[src/rtl/pipe_stage_reg.sv]
// Two-entry elastic pipeline stage: a main register driving the outputs plus a skid
// register, with a flush that discards held beats and a saturating discard counter.
module pipe_stage_reg #(
    parameter int unsigned DATA_W        = 160,
    parameter int unsigned CTRL_W        = 16,
    parameter bit          ZERO_ON_FLUSH = 1'b1
) (
    input  logic              clk,
    input  logic              rst,
    input  logic              flush,
    input  logic              stall,
    input  logic              in_valid,
    output logic              in_ready,
    input  logic [DATA_W-1:0] in_data,
    input  logic [CTRL_W-1:0] in_ctrl,
    output logic              out_valid,
    input  logic              out_ready,
    output logic [DATA_W-1:0] out_data,
    output logic [CTRL_W-1:0] out_ctrl,
    output logic [1:0]        occupancy,
    output logic [15:0]       flush_cnt
);

    localparam int unsigned CNT_W = 16;

    typedef enum logic [1:0] {
        EMPTY = 2'd0,
        FULL  = 2'd1,
        SKID  = 2'd2
    } state_t;

    state_t              state_q, state_d;
    logic [DATA_W-1:0]   main_data_q, main_data_d, skid_data_q, skid_data_d;
    logic [CTRL_W-1:0]   main_ctrl_q, main_ctrl_d, skid_ctrl_q, skid_ctrl_d;
    logic [CNT_W-1:0]    flush_cnt_q, flush_cnt_d;
    logic                in_ready_q, out_valid_q;
    logic                accept_c, take_c;
    logic [CNT_W:0]      flush_sum_c;

    assign accept_c    = in_valid && in_ready_q;
    assign take_c      = out_valid_q && out_ready && !stall;
    assign flush_sum_c = {1'b0, flush_cnt_q} + (CNT_W+1)'(state_q) + (CNT_W+1)'(accept_c);

    // Next-state and register-load logic; flush overrides normal flow.
    always_comb begin
        state_d     = state_q;
        main_data_d = main_data_q;
        main_ctrl_d = main_ctrl_q;
        skid_data_d = skid_data_q;
        skid_ctrl_d = skid_ctrl_q;
        flush_cnt_d = flush_cnt_q;

        if (flush) begin
            state_d     = EMPTY;
            main_ctrl_d = '0;
            skid_ctrl_d = '0;
            if (ZERO_ON_FLUSH) begin
                main_data_d = '0;
                skid_data_d = '0;
            end
            flush_cnt_d = flush_sum_c[CNT_W] ? {CNT_W{1'b1}} : flush_sum_c[CNT_W-1:0];
        end else begin
            unique case (state_q)
                EMPTY: begin
                    if (accept_c) begin
                        main_data_d = in_data;
                        main_ctrl_d = in_ctrl;
                        state_d     = FULL;
                    end
                end
                FULL: begin
                    if (accept_c && take_c) begin
                        main_data_d = in_data;
                        main_ctrl_d = in_ctrl;
                    end else if (accept_c) begin
                        skid_data_d = in_data;
                        skid_ctrl_d = in_ctrl;
                        state_d     = SKID;
                    end else if (take_c) begin
                        // Control reads zero whenever nothing is presented.
                        main_ctrl_d = '0;
                        state_d     = EMPTY;
                    end
                end
                SKID: begin
                    if (take_c) begin
                        main_data_d = skid_data_q;
                        main_ctrl_d = skid_ctrl_q;
                        skid_ctrl_d = '0;
                        state_d     = FULL;
                    end
                end
                default: state_d = EMPTY;
            endcase
        end
    end

    // State and payload registers; ready/valid come straight from flops.
    always_ff @(posedge clk) begin
        if (rst) begin
            state_q     <= EMPTY;
            main_data_q <= '0;
            main_ctrl_q <= '0;
            skid_data_q <= '0;
            skid_ctrl_q <= '0;
            flush_cnt_q <= '0;
            in_ready_q  <= 1'b1;
            out_valid_q <= 1'b0;
        end else begin
            state_q     <= state_d;
            main_data_q <= main_data_d;
            main_ctrl_q <= main_ctrl_d;
            skid_data_q <= skid_data_d;
            skid_ctrl_q <= skid_ctrl_d;
            flush_cnt_q <= flush_cnt_d;
            in_ready_q  <= (state_d != SKID);
            out_valid_q <= (state_d != EMPTY);
        end
    end

    assign in_ready  = in_ready_q;
    assign out_valid = out_valid_q;
    assign out_data  = main_data_q;
    assign out_ctrl  = main_ctrl_q;
    assign occupancy = 2'(state_q);
    assign flush_cnt = flush_cnt_q;

endmodule

[config.mk]
export PLATFORM = sky130hd
export DESIGN_NAME = pipe_stage_reg
export DESIGN_NICKNAME = d
export VERILOG_FILES = /design/src/rtl/pipe_stage_reg.sv
export SDC_FILE = /design/constraint.sdc
export NUM_CORES = 1
export LEC_CHECK = 0
export CAP_MARGIN = 20
export CORE_MARGIN = 1
export CORE_UTILIZATION = 50
export DETAILED_ROUTE_END_ITERATION = 8
export GPL_TIMING_DRIVEN = 0
export PLACE_DENSITY_LB_ADDON = 0.2
export SLEW_MARGIN = 5
export SYNTH_ARGS = -nofsm -noshare
export SYNTH_HDL_FRONTEND = slang
export SYNTH_SLANG_ARGS = --single-unit
[constraint.sdc]
create_clock -name clk -period 3.5 [get_ports clk]
set_clock_uncertainty 0.2 [all_clocks]
set_input_delay 0.7 -clock clk [delete_from_list [all_inputs] [get_ports clk]]
set_output_delay 0.7 -clock clk [all_outputs]
set_load 0.01 [all_outputs]
==> results of run 1 <==
-- worst max-delay path: cells and delay by family --
| kind | cells | cell delay (ps) |
|---|---|---|
| fa+ha+maj | 2 | 590 |
| simple gates | 4 | 1260 |
| compound gates | 1 | 190 |
| buf+inv | 3 | 720 |
-- layer usage --
layer / global-route usage (%) / vias up
li1: - / 6930
met1: 33.42 / 6608
met2: 47.06 / 465
met3: 6.722 / 117
met5: 0 / -
met4: 13.98 / 0
-- through the flow --
stage / hold WS (ps) / std cells / setup WS [ps]
finish: 251.9 / 2570 / 289.0
CTS: 253.3 / 2561 / 143.0
floorplan: 228.6 / 1717 / 691.7
global placement: 236.2 / 2490 / -257.6
global route: 265.2 / 2566 / 89.64
detailed placement: 244.2 / 2490 / -326.9
-- power by group through the flow --
stage / clock network, mW / registers (mW) / logic [mW]
2_1_floorplan: 0 / 4.57 / 0.614
3_3_place_gp: 0 / 4.53 / 1.27
3_5_place_dp: 0 / 4.53 / 1.30
4_1_cts: 4.36 / 4.44 / 1.31
5_1_grt: 4.52 / 4.45 / 1.41
6_report: 4.32 / 4.44 / 1.31
-- worst min path at each step --
| stage | cells past startpoint | start | slack [ps] | to |
|---|---|---|---|---|
| 3_3_place_gp | 2 | skid_ctrl_q[10]$_SDFFE_PP0P_ | 240 | skid_ctrl_q[10]$_SDFFE_PP0P_ |
| 2_1_floorplan | 2 | skid_ctrl_q[10]$_SDFFE_PP0P_ | 230 | skid_ctrl_q[10]$_SDFFE_PP0P_ |
| 6_report | 2 | skid_data_q[61]$_SDFFE_PP0P_ | 250 | skid_data_q[61]$_SDFFE_PP0P_ |
| 4_1_cts | 2 | skid_ctrl_q[13]$_SDFFE_PP0P_ | 250 | skid_ctrl_q[13]$_SDFFE_PP0P_ |
| 3_5_place_dp | 2 | skid_ctrl_q[8]$_SDFFE_PP0P_ | 240 | skid_ctrl_q[8]$_SDFFE_PP0P_ |
| 5_1_grt | 2 | skid_data_q[137]$_SDFFE_PP0P_ | 270 | skid_data_q[137]$_SDFFE_PP0P_ |
-- cells by family (layout without fill, tap and decap cells) --
group / count (synthesis) / count (layout)
other: 0 / 9
muxes: 161 / 161
AOI/OAI and AO/OA: 401 / 401
buffers and inverters: 168 / 616
adders and majority gates: 7 / 7
DFF: 372 / 372
xor gates and xnor gates: 7 / 7
and+or+nand+nor: 601 / 601
-- cell type report --
class | count | area share (%)
Tap cell | 396 | 2.327
Inverter | 9 | 0.1586
Multi-Input combinational cell | 1177 | 34.97
Antenna cell | 9 | 0.1058
Clock inverter | 9 | 0.5817
Timing Repair Buffer | 377 | 17.72
Sequential cell | 372 | 34.97
Clock buffer | 62 | 5.752
Buffer | 159 | 3.408
-- flip-flops by register name (all words and copies together), names as in the netlist --
| name | flops |
|---|---|
| occupancy | 2 |
| out_ctrl | 16 |
| skid_ctrl_q | 16 |
| skid_data_q | 160 |
| out_data | 160 |
| flush_cnt | 16 |
| out_valid | 1 |
| in_ready | 1 |
-- cell usage in the layout (no fill, tap or decap), types with 41 or more instances in the layout --
master           netlist  layout
a211oi_2             100     100
a21oi_1              174     174
buf_2                 69      69
mux2i_1              161     161
clkbuf_1              77      85
clkdlybuf4s50_1        0     377
nor3_1               166     165
nand2_1              379     378
a211oi_1              62      62
clkbuf_16              0      41
dfxtp_1              372     372
-- repair_timing --
| action | 4_1_cts | 5_1_grt |
|---|---|---|
| buffers inserted | 0 | 0 |
| endpoints found under the setup margin | 0 | 36 |
| resized for setup | 0 | 5 |
==> impl_results.md, run 1 <==
- Count leader, synth: nand2_1
- Die width: 178.9 um
- Cell Chain, Critical Path: clkdlybuf4s50_1 -> nand2_1 -> inv_2 -> fa_1 -> inv_1 -> fa_1 -> nand3b_1 -> nor4_2 -> nand2_2 -> a21oi_1
- Fill count: 2379
- Max cap viols: 0
- CTS clk-pin slew, worst paths: 60 ps
- WS Path Type: in2reg
- Switching Share: 24.43%
- Detail Placement HPWL: 33360 um
- Seq/Total Area, Yosys: 47.60%
- M1 WL: 19050 um
- Mux share of post-synthesis cell area: 10.30%
- CP endpoint: flush_cnt[4]$_SDFFE_PP0P_
- Vias post-DR: 14120
- RSZ-0062 raised after global routing: no
- Max FO, Critical Path: 10
- Cell area after synthesis: 15650 sq um
- Clock power frac: 42.9%
- DRT Wirelength: 46540 um
- Num CTS Buffers: 40
- Routed wl met3: 3421 um
- #FFs+latches synth: 372
- Ys async rst share: 0%
- Largest family of logic cells by synthesized area: compound AO/OA/AOI/OAI gates
- Power per cell area: 472.9 nW/um^2
- Share of Yosys cell area claimed by the top area cell type: 47.60%
- Setup TNS: 0 ps
- Initial core utilization: 51.01%
- Setup violators final: 0
- CP max stage delay: 540 ps
- Main flop type after synthesis: dfxtp_1
- GRT Total Usage: 28.07%
- Final Max Slew Viols: 0
- Area grow syn2layout: 36.11%
- Largest cells by area after synthesis: dfxtp_1 48%, mux2i_1 10%, nand2_1 9.1%, a211oi_2 8.0%, a21oi_1 5.6%
- Minimum clock period: 3211 ps
- FF/Latch Area: 7447 sq um
- Later-pin clock latency in the skew report: 520 ps
- CP arrival: 3460 ps
- # port buffers: 377
- Area of the core: 30670 sq um
- GRT overflow: 0
- Via density: 5.494
- Max Root-Sink Buffers: 3
- Rows: 64
- Internal power: 7.609 mW
- Final cell utilization of the core: 69.43%
- Nets: 2325
- Antenna-violating nets left: 0
- Most used cell, CP: fa_1
- Hold buffer count at cts: 0
- Tightest Hold Check Type: reg2reg
- Avg WL per Cell: 18.11 um
- Pin count of the biggest net entering global routing: 14
- Avg Inst Size Synth: 9.112 sq um
- Yosys warns: 0
- Actual slew at the worst max-slew pin: 1071 ps
- Final Hold Viols: 0
- CP Launch Type: input port
- GP Congestion: 0.8868
- Crit Reg-Reg Endpoint: out_data[81]$_SDFFE_PP0P_
- EDFF count, synth: 0
- Psw: 2.460 mW
- Syn Inst Count: 1717
- Syn_nets: 1906
- DRC viols: 0
- Overall power: 10.07 mW
- Sink Count: 372
- Seq pwr share: 44.1%
- Area fraction in compound gates after synthesis: 19.06%
- Ratio of cells with drive above 1 in the final layout: 11.78%
- CP endpoint kind: flop
- Simple-gate share of the synthesized area: 17.15%
- Synth area leader: dfxtp_1
- Adder-Cell Fraction of Synth Area: 0.6558%
- Met2 Wirelength: 22060 um
- Synth unique cells: 53
- H-tree depth reported by CTS: 2
- Comb pwr share: 13.0%
- Worst ir drop on vdd: 353.7 uV
- Multi-input gate area: 7447 sq um
- XOR/XNOR Fraction of Synth Area: 0.3919%
- Initial antenna violation count: 7
- Crit. Startpoint: in_valid
- I/O pin count: 378
- Drt first pass iters: 5
- Max-slew headroom: 28.59%
- Req. time, crit path: 3750 ps
- Finished Cell Area: 21290 sq um
- First-pass GRT wire length: 70570 um
- Die H: 178.9 um
- Worst R2R Path Depth: 9
- Final period utilization: 91.74%
- F_max: 311.4 MHz
- Detailed Route Iter0 Violations: 735
- Vias in the first global route: 13810
- Placed inst area: 19910 sq um
- Reg2reg start: occupancy[1]$_SDFF_PP0_
- Commonest cells in the netlist: 379 x nand2_1, 372 x dfxtp_1, 174 x a21oi_1
- Crit-path slowest cell: nor4_2
- Clock root buffer: clkbuf_16
- Total die area: 32000 sq um
- Outcome: complete, no violations
- Setup slack, reg-to-reg: 380 ps
- Pleak: 6.895 nW
- DR top layer: met4
- CTS tree: yes
No activity file was read; power rests on OpenSTA's default activity.
==> run 2, diff against run 1 <==
--- a/config.mk
+++ b/config.mk
@@ -7,7 +7,8 @@
 export LEC_CHECK = 0
 export CAP_MARGIN = 20
 export CORE_MARGIN = 1
-export CORE_UTILIZATION = 50
+export CORE_UTILIZATION = 51
+export CTS_BUF_LIST = sky130_fd_sc_hd__clkbuf_2 sky130_fd_sc_hd__clkbuf_4 sky130_fd_sc_hd__clkbuf_8
 export DETAILED_ROUTE_END_ITERATION = 8
 export GPL_TIMING_DRIVEN = 0
 export PLACE_DENSITY_LB_ADDON = 0.2
==> run 2 against run 1 <==
  * Worst hold slack worse by 1.9 ps
  * Register-to-register slack worse by 200 ps
  * Critical path depth down 2
  * Flip-flop and latch count unchanged
  * Clock power down 9.5%
  * Sequential share of layout area up 0.18 points
  * Non-clock buffer count unchanged
  * Global-route usage up 0.60 points
  * Utilization up 1.5 points
  * Cell count up 0.97%
  * Critical endpoint is now out_data[29]$_SDFFE_PP0P_
  * Largest cell class unchanged
  * Highest routed layer unchanged
==> impl_results.md, run 2 (synthesis results as in run 1) <==
- Power per cell area: 456.5 nW/um^2 (-3.5%)
- Area grow syn2layout: 35.43%
- Req. time, crit path: 3810 ps (+60 ps)
- Max cap viols: 0 (unchanged)
- CP Launch Type: flop
- Initial antenna violation count: 7 (unchanged)
- First-pass GRT wire length: 71140 um (+0.81%)
- # port buffers: 377 (unchanged)
- Vias in the first global route: 13650 (-1.1%)
- Fill count: 2354 (-1.1%)
- Worst hold margin: 250.0 ps (-1.911 ps)
- Final Max Slew Viols: 0 (unchanged)
- WS Path Type: reg2reg
- Ratio of cells with drive above 1 in the final layout: 13.42% (+1.6 points)
- CP endpoint kind: flop
- Final period utilization: 94.80% (+3.1 points)
- Multi-input gate area: 7440 sq um (-0.10%)
- Max-slew headroom: 22.99% (-5.6 points)
- # resized after CTS: 0 (unchanged)
- Drt first pass iters: 5 (unchanged)
- Num CTS Buffers: 59 (+48%)
- Nets: 2344 (+0.82%)
- GP Congestion: 0.8867 (about the same)
- Setup repair bufs after CTS: 0 (unchanged)
- Min setup slack post-route: 181.9 ps (-107.1 ps)
- Via density: 5.537 (+0.78%)
- FF/Latch Area: 7447 sq um (unchanged)
- Hold buffer count at cts: 0 (unchanged)
- Commonest non-fill, non-tap cell in the layout: nand2_1
- Die H: 177.1 um (-0.98%)
- Actual slew at the worst max-slew pin: 1155 ps (+83.99 ps)
- Max Root-Sink Buffers: 3 (unchanged)
- Hold_sp: skid_ctrl_q[10]$_SDFFE_PP0P_
- Detail Placement HPWL: 34020 um (+2.0%)
- DRT Wirelength: 47250 um (+1.5%)
- Rows: 63 (-1.6%)
- Initial core utilization: 52.37% (+1.4 points)
- Worst R2R Path Depth: 8 (-1)
- GRT overflow: 0 (unchanged)
- Reg2reg start: occupancy[1]$_SDFF_PP0_
- Sink Count: 372 (unchanged)
- Tightest Hold Check Type: reg2reg
- Inst Count DP: 2484 (-0.24%)
- Most frequent cells in the layout: 379 x nand2_1, 377 x clkdlybuf4s50_1, 372 x dfxtp_1, 174 x a21oi_1, 166 x nor3_1
- CP arrival: 3630 ps (+170 ps)
- Area of the core: 29870 sq um (-2.6%)
- CTS clk-pin slew, worst paths: 60 ps (about the same)
- Minimum clock period: 3318 ps (+107.1 ps)
- GRT Total Usage: 28.67% (+0.60 points)
- Total die area: 31380 sq um (-1.9%)
- Setup violators final: 0 (unchanged)
- Outcome: complete, no violations
- Pin count of the biggest net entering global routing: 16 (+2)
- Detailed Route Iter0 Violations: 761 (+3.5%)
- F_max: 301.4 MHz (-3.2%)
- DRC viols: 0 (unchanged)
- Pre-CTS setup slack: -256.7 ps (+70.22 ps)
- Vias post-DR: 14370 (+1.8%)
- Max FO, Critical Path: 10 (unchanged)
- Antenna-violating nets left: 0 (unchanged)
- RSZ-0062 raised after global routing: no
- Final Hold Viols: 0 (unchanged)
- Crit. Startpoint: occupancy[1]$_SDFF_PP0_
- Worst ir drop on vdd: 284.9 uV (-19%)
- Hold path cells: 2 (unchanged)
- Die width: 177.1 um (-0.98%)
- CTS tree: yes
- Pleak: 6.900 nW (about the same)
- Avg WL per Cell: 18.21 um (+0.55%)
- Later-pin clock latency in the skew report: 610 ps (+90 ps)
- Clock root buffer: clkbuf_8
- Final non-filler cell total: 2595 (+0.97%)
- I/O pin count: 378 (unchanged)
- H-tree depth reported by CTS: 2 (unchanged)
==> run 2: stage by stage <==
stage	setup TNS, ps	total power, mW	instance area [sq um]	util (%)
final	0	9.672	21190	70.92
after CTS	0	9.714	21170	70.87
after global placement	-3833	5.808	19910	66.63
after detailed placement	-12680	5.835	19910	66.63
after global routing	0	10.02	21190	70.92
after floorplan	0	5.183	15650	-
==> run 2: worst paths after layout <==
path / end / slack [ps]
worst max-delay path: out_data[29]$_SDFFE_PP0P_ / 180
worst min-delay path: skid_ctrl_q[10]$_SDFFE_PP0P_ / 250
worst max register to register: out_data[29]$_SDFFE_PP0P_ / 180
worst min register to register: skid_ctrl_q[10]$_SDFFE_PP0P_ / 250
==> run 2: where the power goes <==
part,internal [mW],total (mW),leakage [nW],switching (mW)
sequential,4.36,4.44,3.02,0.0779
combinational,0.624,1.31,3.20,0.691
clock,2.21,3.91,0.678,1.70
==> run 2: area by class of cell <==
| class | count | area share (%) |
|---|---|---|
| Buffer | 159 | 3.419 |
| Sequential cell | 372 | 35.15 |
| Inverter | 9 | 0.1594 |
| Timing Repair Buffer | 377 | 17.81 |
| Tap cell | 390 | 2.303 |
| Clock inverter | 9 | 0.3602 |
| Antenna cell | 6 | 0.07086 |
| Multi-Input combinational cell | 1177 | 35.11 |
| Clock buffer | 96 | 5.616 |
==> run 2: routing by layer <==
metal / wire, um / GRT usage, %
met1: 19080 / 33.75
met2: 22560 / 48.63
met3: 3758 / 7.195
met4: 1855 / 13.47
met5: 0 / 0
==> run 2: critical path: stages (launching register included) <==
cell,delay [ps]
dfxtp_1,490
inv_1,150
ha_1,290
nand2b_1,230
nor3_4,520
clkbuf_1,670
buf_2,360
nor3_1,100
a211oi_2,200
==> edit 1, RTL diff (settings of run 2) <==
Register the output `flush_cnt` once more; this adds one clock of latency there. The other outputs are not delayed to match.
--- a/src/rtl/pipe_stage_reg.sv
+++ b/src/rtl/pipe_stage_reg.sv
@@ -125,3 +125,5 @@
     assign occupancy = 2'(state_q);
-    assign flush_cnt = flush_cnt_q;
+    always_ff @(posedge clk) begin
+        flush_cnt <= flush_cnt_q;
+    end
 
Function: not settled (the Yosys comparison gave no result); the edit may change what the design does.
==> edit 1 against run 2 <==
Final area decreased by 1.2%; wire length decreased by 2.5%; total power rose by 2.4%; worst setup slack gained 0.94 ps; critical endpoint is now flush_cnt_q[10]; global-route usage increased by 0.25 points; utilization is 0.26 points lower; non-clock buffer count rose by 1; fmax about the same; register-to-register slack improved by 220 ps; sequential cell count increased by 16; synthesized area shrank 1.6%; highest routed layer is now met5; first-iteration DRC count grew 39%.
==> edit 1: results (changes against run 2) <==
The count of port buffers added during placement is 376 (was 377). Net load switching power: 2480 uW (was 2470 uW). The non-clock inverter total of the final layout was 8 (was 9). The run gives 14,000 (was 13,700) as the via count of the first global-routing pass. The share of synthesized area spent on multiplexers was 0.105 (was 0.103). The fraction of the mapped netlist area in compound gates came out at 0.216 (was 0.191). List of most frequent post-synthesis cells: 388 x dfxtp_1, 344 x nand2_1, 334 x a21oi_1 (was 379 x nand2_1, 372 x dfxtp_1, 174 x a21oi_1). For the final cell utilization of the core, the log shows 0.707 (was 0.709).

The synthesis-stage register bit count came out at 388 (was 372). The flow ran to the end, and the final reports show no timing, DRC or antenna violations. The global-route wire length before repair was 71,800 um (was 71,100 um); the routed length on met2 was 21,900 um (was 22,600 um). Top cells by area, synth: dfxtp_1 50%, a21oi_1 11%, mux2i_1 11% (was dfxtp_1 48%, mux2i_1 10%, nand2_1 9.1%). The multi-input gate count is 1,157 (was 1,177).

The logs give 1,903 (was 1,906) for the synthesized netlist net count and 373 uV (was 285 uV) for the largest vdd supply drop. CTS H-tree depth: 2 (unchanged). The fraction of area in non-clock buffers was 0.213 (was 0.212); the fraction of final layout cells sized beyond drive strength 1 was 0.0793 (was 0.134). The number of non-clock buffers was 537 (was 536); the initial antenna violation count was 3 (was 7). The logs give 2,360 (was 2,354) for the number of fill cells in the layout and 45 (was 53) for the count of different cell masters after synthesis.

The met3 global-route usage came out at 0.0593 (was 0.0720). The post-synthesis instance total is 1,714 (was 1,717). The placement-stage cell area is 19,700 um^2 (was 19,900 um^2).

Number of antenna repair diodes: 1 (was 6). The wire length reported by the detailed router was 46,100 um (was 47,300 um); the sequential share of the synthesized area was 0.504 (was 0.476). The detailed placement HPWL was 32,900 um (was 34,000 um); the final instance count without filler cells was 2,586 (was 2,595). The routed length on met1 is 18,700 um (was 19,100 um), and the violation count after the first detailed-route iteration is 1,059 (was 761).

The CTS buffer count was 60 (was 59). The met1 capacity usage during global routing was 0.358 (was 0.338). The largest net degree at the start of global routing is 15 (was 16), and the post-placement setup slack is -517 ps (was -257 ps). The tools report the combined area of the multi-input logic cells as 6910 um^2 (was 7440 um^2). The tools report the startpoint of the worst hold path as flush_cnt_q[6] (was skid_ctrl_q[10]).

The tools report the total clock network power as 3970 uW (was 3910 uW). The sequential share of cell area was 0.371 (was 0.351); the post-route total power was 9900 uW (was 9670 uW). Average via count per standard cell: 5.61 (was 5.54).

Highest metal layer with signal wires: met5 (was met4). The arithmetic-cell share of the synthesized area counting full adders, half adders and majority gates was 0.00731 (was 0.00656); the leakage dissipation was 0.00696 uW (was 0.00690 uW). The tools report the met2 layer usage reported by global route as 0.481 (was 0.486). The tools report the start point of the critical path as in_valid (was occupancy[1]). The sum of met3 wire segment lengths after detailed routing is 3390 um (was 3760 um).
-- edit 1: cell count changes after synthesis, moves of 17 or more --
cell	delta
nor3_1	-161
a21oi_1	+160
a211oi_1	+101
a211oi_2	-100
nand2_1	-35
buf_2	-17
-- edit 1: worst max-delay path: stages --
cell,delay [ps]
clkdlybuf4s50_1,490
nand2_2,130
inv_1,190
fa_1,230
inv_1,60
fa_1,470
and3b_1,340
nor4b_2,390
nand4_1,240
buf_2,240
a21oi_1,140
-- edit 1: path summary, 6_finish.rpt --
| check | to | slack [ps] | depth (start not counted) |
|---|---|---|---|
| setup / recovery | flush_cnt_q[10] | 180 | 11 |
| hold / removal | flush_cnt[6] | 200 | 0 |
| setup reg to reg | skid_data_q[111] | 400 | 9 |
| hold reg to reg | flush_cnt[6] | 200 | 0 |
-- edit 1: cells by family after synthesis --
group	count (synthesis)
simple gates	419
mux	162
buf+inv	169
flops	388
xor+xnor	9
compound gates	559
fa+ha+maj	8
==> edit 2, RTL diff (config.mk and constraints of run 2) <==
Made on the original files. `CTRL_W`: 16 -> 32.
--- a/src/rtl/pipe_stage_reg.sv
+++ b/src/rtl/pipe_stage_reg.sv
@@ -4,3 +4,3 @@
     parameter int unsigned DATA_W        = 160,
-    parameter int unsigned CTRL_W        = 16,
+    parameter int unsigned CTRL_W        = 32,
     parameter bit          ZERO_ON_FLUSH = 1'b1
Interface: changed (resized in_ctrl and out_ctrl); port bits go from 378 to 410. The function was not compared with the original's and may differ.
==> edit 2 against run 2 <==
Synthesized area rose by 8.5%; wire length grew 11%; sequential share of layout area down 0.11 points; final area grew 9.0%; sequential cell count grew 32; total power up 11%; global-route usage up 0.84 points; combinational power grew 9%; highest routed layer is now met5; worst setup slack better by 49 ps; critical endpoint is now flush_cnt[8].
==> edit 2: results (changes against run 2) <==
Number of warning messages in the yosys log: 0 (unchanged). The fraction of final layout cells sized beyond drive strength 1 came out at 0.123 (was 0.134). Top cells by area, synth: dfxtp_1 48%, mux2i_1 9.6%, nand2_1 9.4% (was dfxtp_1 48%, mux2i_1 10%, nand2_1 9.1%). The sequential share of the synthesized area is 0.476 (about the same), and the initial antenna violation count is 8 (was 7). The number of instances resized during post-cts repair is 0 (unchanged). The tools report the setup slack of the worst register-to-register path as 310 ps (was 180 ps). The async set-or-reset flop fraction in the synthesized netlist is 0 (unchanged).

For the count of different cell masters after synthesis, the log shows 50 (was 53). The worst hold slack after final layout was 232 ps (was 250 ps). The placement-stage cell area was 21,600 um^2 (was 19,900 um^2). Largest vdd supply drop: 489 uV (was 285 uV). The maximum clock frequency was 306 MHz (was 301 MHz); the violation count after the first detailed-route iteration was 1,062 (was 761). The detail-routed net length per standard cell came out at 18.3 um (was 18.2 um).

Wire length reported by the detailed router: 52,200 um (was 47,300 um). The run gives 8 (was 5) as the number of iterations in the first detailed-routing pass. The post-synthesis instance total came out at 1,880 (was 1,717).

The run gives 3 (was 2) as the CTS H-tree depth. Post-CTS clock slew at the launch and capture registers of the worst setup and hold paths: 60 ps (about the same). The number of fill cells in the layout came out at 2,527 (was 2,354). For the total routing usage reported by global routing, the log shows 0.295 (was 0.287). The run gives 0.00744 uW (was 0.00690 uW) as the leakage dissipation.

The run gives 0.387 (was 0.230) as the relative slew slack. The largest net degree at the start of global routing was 11 (was 16); the maximum fanout encountered on the critical timing path was 10 (unchanged). The tools report the global placer's final weighted congestion as 0.860 (was 0.887). The dominant synthesized flop cell is dfxtp_1 (unchanged). The global-route wire length before repair was 79,400 um (was 71,100 um); the final global-route overflow total was 0 (unchanged).

For the net count reported at finish, the log shows 2,563 (was 2,344). The clock root buffer was clkbuf_8 (unchanged). Type of the worst min-delay path: in -> reg (was reg -> reg).

The run gives 570 ps (was 610 ps) as the insertion delay to the later sink of the worst-skew pair. Arrival time reported for the critical path endpoint: 3560 ps (was 3630 ps). The CTS buffer count was 69 (was 59); the average via count per standard cell was 5.56 (was 5.54).

The count of port buffers added during placement works out to 407 (was 377). The via count of the first global-routing pass is 15,400 (was 13,700). The post-CTS setup-driven buffer insertion count is 0 (unchanged), and the detailed placement HPWL is 37,100 um (was 34,000 um). The flow ran to the end, and the final reports show no timing, DRC or antenna violations. The synthesized netlist net count was 2,085 (was 1,906). Deepest clock path buffer count: 3 (unchanged). List of most frequent post-synthesis cells: 426 x nand2_1, 404 x dfxtp_1, 174 x a21oi_1 (was 379 x nand2_1, 372 x dfxtp_1, 174 x a21oi_1). Number of cells after detailed placement: 2,729 (was 2,484).
## edit 2: through the flow
step                      setup slack [ps]  TNS, ps  power [uW]   util
final                                  231        0       10700  0.708
after global routing                  76.7        0       11100  0.707
after detailed placement              -317   -28990        6340  0.662
after global placement                -241   -19180        6300  0.662
after CTS                              236        0       10800  0.707
after floorplan                        581        0        5630      -
## edit 2: worst paths after layout
path	from	endpoint	cells past startpoint
min	rst	flush_cnt[13]	2
min reg2reg	skid_data_q[106]	skid_data_q[106]	2
max reg2reg	occupancy[1]	out_data[152]	8
max	in_valid	flush_cnt[8]	10
## edit 2: final cells by class
type                       count  share of cell area
buffer                       179              0.0366
antenna                       10             0.00108
timing repair buffer         407               0.176
sequential                   404               0.350
clock inverter                 5             0.00271
multi-input combinational   1290               0.347
clock buffer                 113              0.0603
tap                          442              0.0240
inverter                       7             0.00114
## edit 2: critical path, stage by stage
cell and delay (ps):
clkdlybuf4s50_1 520, nand2_1 210, inv_1 220, fa_1 230, inv_1 60, fa_1 370
nand3b_1 320, or4_4 620, buf_6 170, a21oi_1 130
## edit 2: kinds of logic after synthesis
kind of cell             count (synthesis)  share of synthesized area
AND/OR/NAND/NOR                        662                      0.174
multiplexers                           162                     0.0955
AO/OA/AOI/OAI                          450                      0.192
flip-flops                             404                      0.476
XOR/XNOR                                 9                    0.00464
buffers and inverters                  186                     0.0513
adder cells (fa/ha/maj)                  7                    0.00604
## edit 2: routing by layer
metal,track usage,part of all wire
met3,0.0701,0.078
met4,0.161,0.044
met2,0.481,0.47
met1,0.359,0.41
met5,0,0.00044
## edit 2: report_power, final
part | total [uW] | leakage, uW | switching, uW | internal, uW
Sequential | 4830 | 0.00328 | 87.3 | 4740
Combinational | 1430 | 0.00340 | 748 | 677
Clock | 4440 | 0.000769 | 1860 | 2580
